==> src/rtl/uart_pkg.sv <==
// Shared types and helpers for the UART transmit-side arbiter.
// Holds the arbiter state encoding and the round-robin pointer increment.
package uart_pkg;

  // Arbiter states; HDR is only reachable when UART_ARB_ID_HEADER_EN is defined.
  typedef enum logic [1:0] {
    IDLE  = 2'd0,
    GRANT = 2'd1,
    HDR   = 2'd2,
    PASS  = 2'd3
  } arb_state_t;

  // Wrap-around increment of a requester index: num_req-1 wraps to 0.
  function automatic int unsigned rr_next(input int unsigned ptr, input int unsigned num_req);
    int unsigned nxt;
    if (ptr >= (num_req - 32'd1)) begin
      nxt = 32'd0;
    end else begin
      nxt = ptr + 32'd1;
    end
    return nxt;
  endfunction

endpackage

==> src/rtl/uart_rr_pick.sv <==
// Round-robin selector: finds the first asserted request at or above rr_ptr,
// wrapping past the top index back to 0. Purely combinational.
module uart_rr_pick #(
  parameter int NUM_REQ = 4,
  localparam int ID_W = $clog2(NUM_REQ)
) (
  input  logic [NUM_REQ-1:0] req,
  input  logic [ID_W-1:0]    rr_ptr,
  output logic               found,
  output logic [ID_W-1:0]    pick
);

  logic [ID_W-1:0] idx_s;

  // Scan NUM_REQ positions starting at rr_ptr; the first hit wins.
  always_comb begin
    found = 1'b0;
    pick  = {ID_W{1'b0}};
    idx_s = {ID_W{1'b0}};
    for (int i = 0; i < NUM_REQ; i++) begin
      idx_s = ID_W'((32'(rr_ptr) + 32'(i)) % 32'(NUM_REQ));
      if (!found && req[idx_s]) begin
        found = 1'b1;
        pick  = idx_s;
      end else begin
        found = found;
      end
    end
  end

endmodule

==> src/rtl/uart_tx_arbiter.sv <==
// Frame-level round-robin arbiter sharing one uart_tx between NUM_REQ
// requesters. A requester is locked in from grant until its last word is
// accepted, then the search pointer moves past it.
// Optional macro UART_ARB_ID_HEADER_EN: prefixes each frame with one word
// carrying the granted requester index.
module uart_tx_arbiter
  import uart_pkg::*;
#(
  parameter int NUM_REQ     = 4,
  parameter int WORD_LENGTH = 8,
  localparam int ID_W = $clog2(NUM_REQ)
) (
  input  logic                           clk,
  input  logic                           rst_n,
  input  logic [NUM_REQ*WORD_LENGTH-1:0] req_data,
  input  logic [NUM_REQ-1:0]             req_valid,
  input  logic [NUM_REQ-1:0]             req_last,
  output logic [NUM_REQ-1:0]             req_ready,
  output logic [WORD_LENGTH-1:0]         tx_data,
  output logic                           tx_data_valid,
  input  logic                           tx_data_ready,
  output logic [ID_W-1:0]                grant_id,
  output logic                           busy
);

  arb_state_t state_r, state_s;
  logic [ID_W-1:0] grant_id_r, grant_id_s;
  logic [ID_W-1:0] rr_ptr_r, rr_ptr_s;
  logic            pick_found_s;
  logic [ID_W-1:0] pick_idx_s;

  logic [NUM_REQ-1:0]     req_ready_s;
  logic [WORD_LENGTH-1:0] tx_data_s;
  logic                   tx_data_valid_s;
  logic                   busy_s;

  logic [WORD_LENGTH-1:0] req_word_s [NUM_REQ];

  for (genvar g = 0; g < NUM_REQ; g++) begin : g_unpack
    assign req_word_s[g] = req_data[g*WORD_LENGTH +: WORD_LENGTH];
  end

  uart_rr_pick #(
    .NUM_REQ (NUM_REQ)
  ) u_pick (
    .req    (req_valid),
    .rr_ptr (rr_ptr_r),
    .found  (pick_found_s),
    .pick   (pick_idx_s)
  );

  // Next-state, grant/pointer update and output decode for the arbiter FSM.
  always_comb begin
    state_s         = state_r;
    grant_id_s      = grant_id_r;
    rr_ptr_s        = rr_ptr_r;
    req_ready_s     = {NUM_REQ{1'b0}};
    tx_data_s       = {WORD_LENGTH{1'b0}};
    tx_data_valid_s = 1'b0;
    busy_s          = 1'b0;
    case (state_r)
      IDLE: begin
        if (pick_found_s) begin
          grant_id_s = pick_idx_s;
          state_s    = GRANT;
        end else begin
          state_s = IDLE;
        end
      end
      GRANT: begin
        busy_s = 1'b1;
`ifdef UART_ARB_ID_HEADER_EN
        state_s = HDR;
`else
        state_s = PASS;
`endif
      end
`ifdef UART_ARB_ID_HEADER_EN
      HDR: begin
        busy_s          = 1'b1;
        tx_data_s       = WORD_LENGTH'(grant_id_r);
        tx_data_valid_s = 1'b1;
        if (tx_data_ready) begin
          state_s = PASS;
        end else begin
          state_s = HDR;
        end
      end
`endif
      PASS: begin
        busy_s                  = 1'b1;
        tx_data_s               = req_word_s[grant_id_r];
        tx_data_valid_s         = req_valid[grant_id_r];
        req_ready_s[grant_id_r] = tx_data_ready;
        // A stalled requester keeps the lock; only its last accepted word frees it.
        if (req_valid[grant_id_r] && tx_data_ready && req_last[grant_id_r]) begin
          state_s  = IDLE;
          rr_ptr_s = ID_W'(rr_next(32'(grant_id_r), $unsigned(NUM_REQ)));
        end else begin
          state_s = PASS;
        end
      end
      default: begin
        state_s = IDLE;
      end
    endcase
  end

  // State, grant index and round-robin pointer registers.
  always_ff @(posedge clk or negedge rst_n) begin
    if (!rst_n) begin
      state_r    <= IDLE;
      grant_id_r <= {ID_W{1'b0}};
      rr_ptr_r   <= {ID_W{1'b0}};
    end else begin
      state_r    <= state_s;
      grant_id_r <= grant_id_s;
      rr_ptr_r   <= rr_ptr_s;
    end
  end

  assign req_ready     = req_ready_s;
  assign tx_data       = tx_data_s;
  assign tx_data_valid = tx_data_valid_s;
  assign grant_id      = grant_id_r;
  assign busy          = busy_s;

endmodule

==> config.mk <==
export PLATFORM = sky130hd
export DESIGN_NAME = uart_tx_arbiter
export DESIGN_NICKNAME = d
export VERILOG_FILES = /design/src/rtl/uart_pkg.sv /design/src/rtl/uart_rr_pick.sv /design/src/rtl/uart_tx_arbiter.sv
export SDC_FILE = /design/constraint.sdc
export NUM_CORES = 1
export LEC_CHECK = 0
export ABC_AREA = 1
export CAP_MARGIN = 5
export CORE_MARGIN = 1
export CORE_UTILIZATION = 43
export CTS_BUF_LIST = sky130_fd_sc_hd__clkbuf_8
export CTS_CLUSTER_SIZE = 40
export DETAILED_ROUTE_END_ITERATION = 8
export GPL_ROUTABILITY_DRIVEN = 0
export HOLD_SLACK_MARGIN = 0.15
export PLACE_DENSITY = 0.89
export SETUP_SLACK_MARGIN = 0.2
export SYNTH_ARGS = -nofsm -noshare
export SYNTH_HDL_FRONTEND = slang
export SYNTH_SLANG_ARGS = --single-unit
==> constraint.sdc <==
create_clock -name clk -period 3.27 [get_ports clk]
set_input_delay 0.4905 -clock clk [delete_from_list [all_inputs] [get_ports clk]]
set_output_delay 0.4905 -clock clk [all_outputs]
set_load 0.02 [all_outputs]
==> results.sh <==
export IMPL_drt_drc_violations_left=0
export IMPL_antenna_found_initial=0
export IMPL_drt_wl_total_mm=3.12
export IMPL_htreeDepth=1
export IMPL_crit_buf_inv=2
export IMPL_critPathLaunchType="flop"
export IMPL_cts_tree="done"
export IMPL_critPathTopFamily="buffers and inverters"
export IMPL_leakagePower_nw=0.769
export IMPL_cts_hold_buffers=0
export IMPL_critical_path_slowest_cell="dfrtp_1"
export IMPL_ys_warn_count=0
export IMPL_fin_skew_ns=0.00114
export IMPL_die_w_um=51.0
export IMPL_fin_crit_sh=0.809
export IMPL_avgViaCountPerCell=4.89
export IMPL_area_growth_pct=59.2
export IMPL_worstSetupPathType="reg -> out"
export IMPL_multi_input_area_sq_um=767
export IMPL_drive_gt1_frac=0.0950
export IMPL_crit_required_ns=2.78
export IMPL_grt_busiest_layer="met2"
export IMPL_final_common_cell="clkdlybuf4s50_1"
export IMPL_rows=17
export IMPL_met1_usage=0.315
export IMPL_rsz0062_at_grt="no"
export IMPL_gr_usage_met3=0.0774
export IMPL_groute_usage_overall=0.260
export IMPL_coreArea_sq_um=2230
export IMPL_pwr_share_seq=0.145
export IMPL_die_area_sq_um=2600
export IMPL_syn_instance_count=189
export IMPL_internal_power_uw=598
export IMPL_power_density_nw_per_um2=801
export IMPL_crit_fanout=15
export IMPL_start_util=0.463
export IMPL_register_area_sq_um=150
export IMPL_ctsResizeCount=0
export IMPL_p_sw_uw=721
export IMPL_period_needed_ns=2.65
export IMPL_irDropWorstVdd_v=0.000547
export IMPL_mostFrequentLayoutCells="58 x clkdlybuf4s50_1, 51 x nand2_1, 45 x nor2_1"
export IMPL_max_freq_mhz=378
export IMPL_ys_types=22
export IMPL_whs_ns=0.515
export IMPL_syn_area_per_cell_sq_um=5.47
export IMPL_grt_pass1_vias=1208
export IMPL_tightestPinTransition_ns=0.585
export IMPL_ys_seq_area_frac=0.145
export IMPL_syn_nets=236
export IMPL_cts_buffers=3
export IMPL_use_met2=0.447
export IMPL_avgRoutedWirePerCell_um=11.5
export IMPL_clkTransAtPathRegs_ns=0.04
export IMPL_hpwl_mm=2.36
export IMPL_layout_nets=291
export IMPL_gr_total_overflow=0
export IMPL_hold_path_class="in -> async"
export IMPL_portBuffers=58
export IMPL_crit_chain="inv_2, nor2_1, o21ai_1, a21oi_1, clkdlybuf4s50_1"
export IMPL_max_cap_violations=0
export IMPL_critPathCaptureType="output port"
export IMPL_setup_violations=0
export IMPL_comb_power_share=0.773
export IMPL_swShare=0.547
export IMPL_critPathArrivalTime_ns=2.16
export IMPL_cts_setup_buffers=0
export IMPL_cts_root_buf="clkbuf_8"
export IMPL_cts_sinks=6
export IMPL_status="completed"
export IMPL_cts_path_max_buffers=2
export IMPL_tns_ns=0
export IMPL_synthesis_area_sq_um=1030
export IMPL_vias=1321
export IMPL_ant_nets=0
export IMPL_grt_max_degree=21
export IMPL_clk_insertion_delay_late_ns=0.22
export IMPL_synth_seq_cells=6
export IMPL_clock_power_share=0.083
export IMPL_grt_pass1_wl_mm=5.20
export IMPL_relSlewSlack=0.610
export IMPL_antennaDiodeCount=0
export IMPL_drtIter0Drc=31
export IMPL_drtPass1Iterations=4
export IMPL_die_height_um=51.0
export IMPL_ios=59
export IMPL_hold_viol_final=0
export IMPL_maxSlewViolCount=0
export IMPL_critPathMaxStageDelay_ns=0.70
export IMPL_n_fill_cell=197
==> layer usage <==
layer | share of wire | up-vias | wire length (um)
met1 | 0.46 | 570 | 1440
met3 | 0.062 | 2 | 192
met4 | 0.0042 | 0 | 13
li1 | - | 705 | -
met2 | 0.47 | 44 | 1470
met5 | 0 | - | 0
==> state kept, by name, summed over array words and instances (netlist names) <==
register	count
grant_id	2
state_r	2
rr_ptr_r	2
==> synthesized netlist by cell type <==
cell       n  area share
nand2_4    3       0.033
buf_6      1       0.011
nand3_4    1       0.017
nand2_1   51        0.19
nor2_8     1       0.019
a21boi_0   1      0.0073
nor2_1    45        0.16
o21ai_1   15       0.073
buf_2      3       0.015
buf_4      3       0.022
o21ai_0    8       0.039
nand3_1    9       0.044
inv_1     10       0.036
o211ai_1   1      0.0073
ha_1       4       0.048
dfrtp_1    6        0.15
a21oi_1   10       0.048
nand3_2    1      0.0097
clkbuf_1   3       0.011
nand2_2    7       0.042
nand4_1    1      0.0061
inv_2      5       0.018
==> cells by family (layout without fill, tap and decap cells) <==
kind of cell | count (synthesis) | in the layout | synth area share
flip-flops | 6 | 6 | 0.145
adder cells (fa/ha/maj) | 4 | 4 | 0.0484
AO/OA/AOI/OAI | 35 | 35 | 0.174
buffers and inverters | 25 | 78 | 0.113
AND/OR/NAND/NOR | 119 | 119 | 0.519
==> power groups by stage <==
| stage | logic, mW | registers [mW] | clock network, mW |
|---|---|---|---|
| floorplan | 0.745 | 0.156 | 0 |
| global placement | 1.00 | 0.192 | 0 |
| detailed placement | 1.01 | 0.193 | 0 |
| CTS | 1.02 | 0.192 | 0.111 |
| global route | 1.13 | 0.199 | 0.115 |
| finish | 1.02 | 0.191 | 0.109 |
==> area by class of cell <==
cell class,instances,area share
multi-input combinational,158,0.466
timing repair buffer,60,0.362
sequential,6,0.0913
inverter,15,0.0342
clock buffer,3,0.0251
tap,28,0.0213
==> worst register-to-register path, stage by stage, from the launching register on <==
cell	delay [ns]
dfrtp_1	0.70
inv_2	0.24
nor2_1	0.15
o21ai_1	0.07
o21ai_1	0.12
nand3_1	0.10
nor2_1	0.24
nand2_1	0.13
nand2_1	0.10
nand2_1	0.05
==> through the flow <==
step | instances | setup WS [ns] | cell area [sq um] | power, mW | utilization
global placement | 267 | 0.707 | 1600 | 1.19 | 0.718
CTS | 270 | 0.612 | 1650 | 1.32 | 0.737
global route | 270 | 0.464 | 1650 | 1.44 | 0.737
floorplan | 189 | 1.18 | 1030 | 0.900 | -
finish | 270 | 0.624 | 1650 | 1.32 | 0.737
detailed placement | 267 | 0.695 | 1600 | 1.20 | 0.718
==> worst paths after layout <==
| check | startpoint | end | slack [ns] | depth (start not counted) |
|---|---|---|---|---|
| worst max-delay path | grant_id[1] | tx_data[3] | 0.62 | 5 |
| worst min-delay path | rst_n | state_r[1] | 0.52 | 1 |
| worst max register to register | grant_id[1] | rr_ptr_r[1] | 1.26 | 9 |
| worst min register to register | state_r[1] | state_r[0] | 0.62 | 3 |
| max in group asynchronous | rst_n | rr_ptr_r[0] | 2.54 | 1 |
| min in group clk | state_r[1] | state_r[0] | 0.62 | 3 |
No activity file was read; power rests on OpenSTA's default activity.
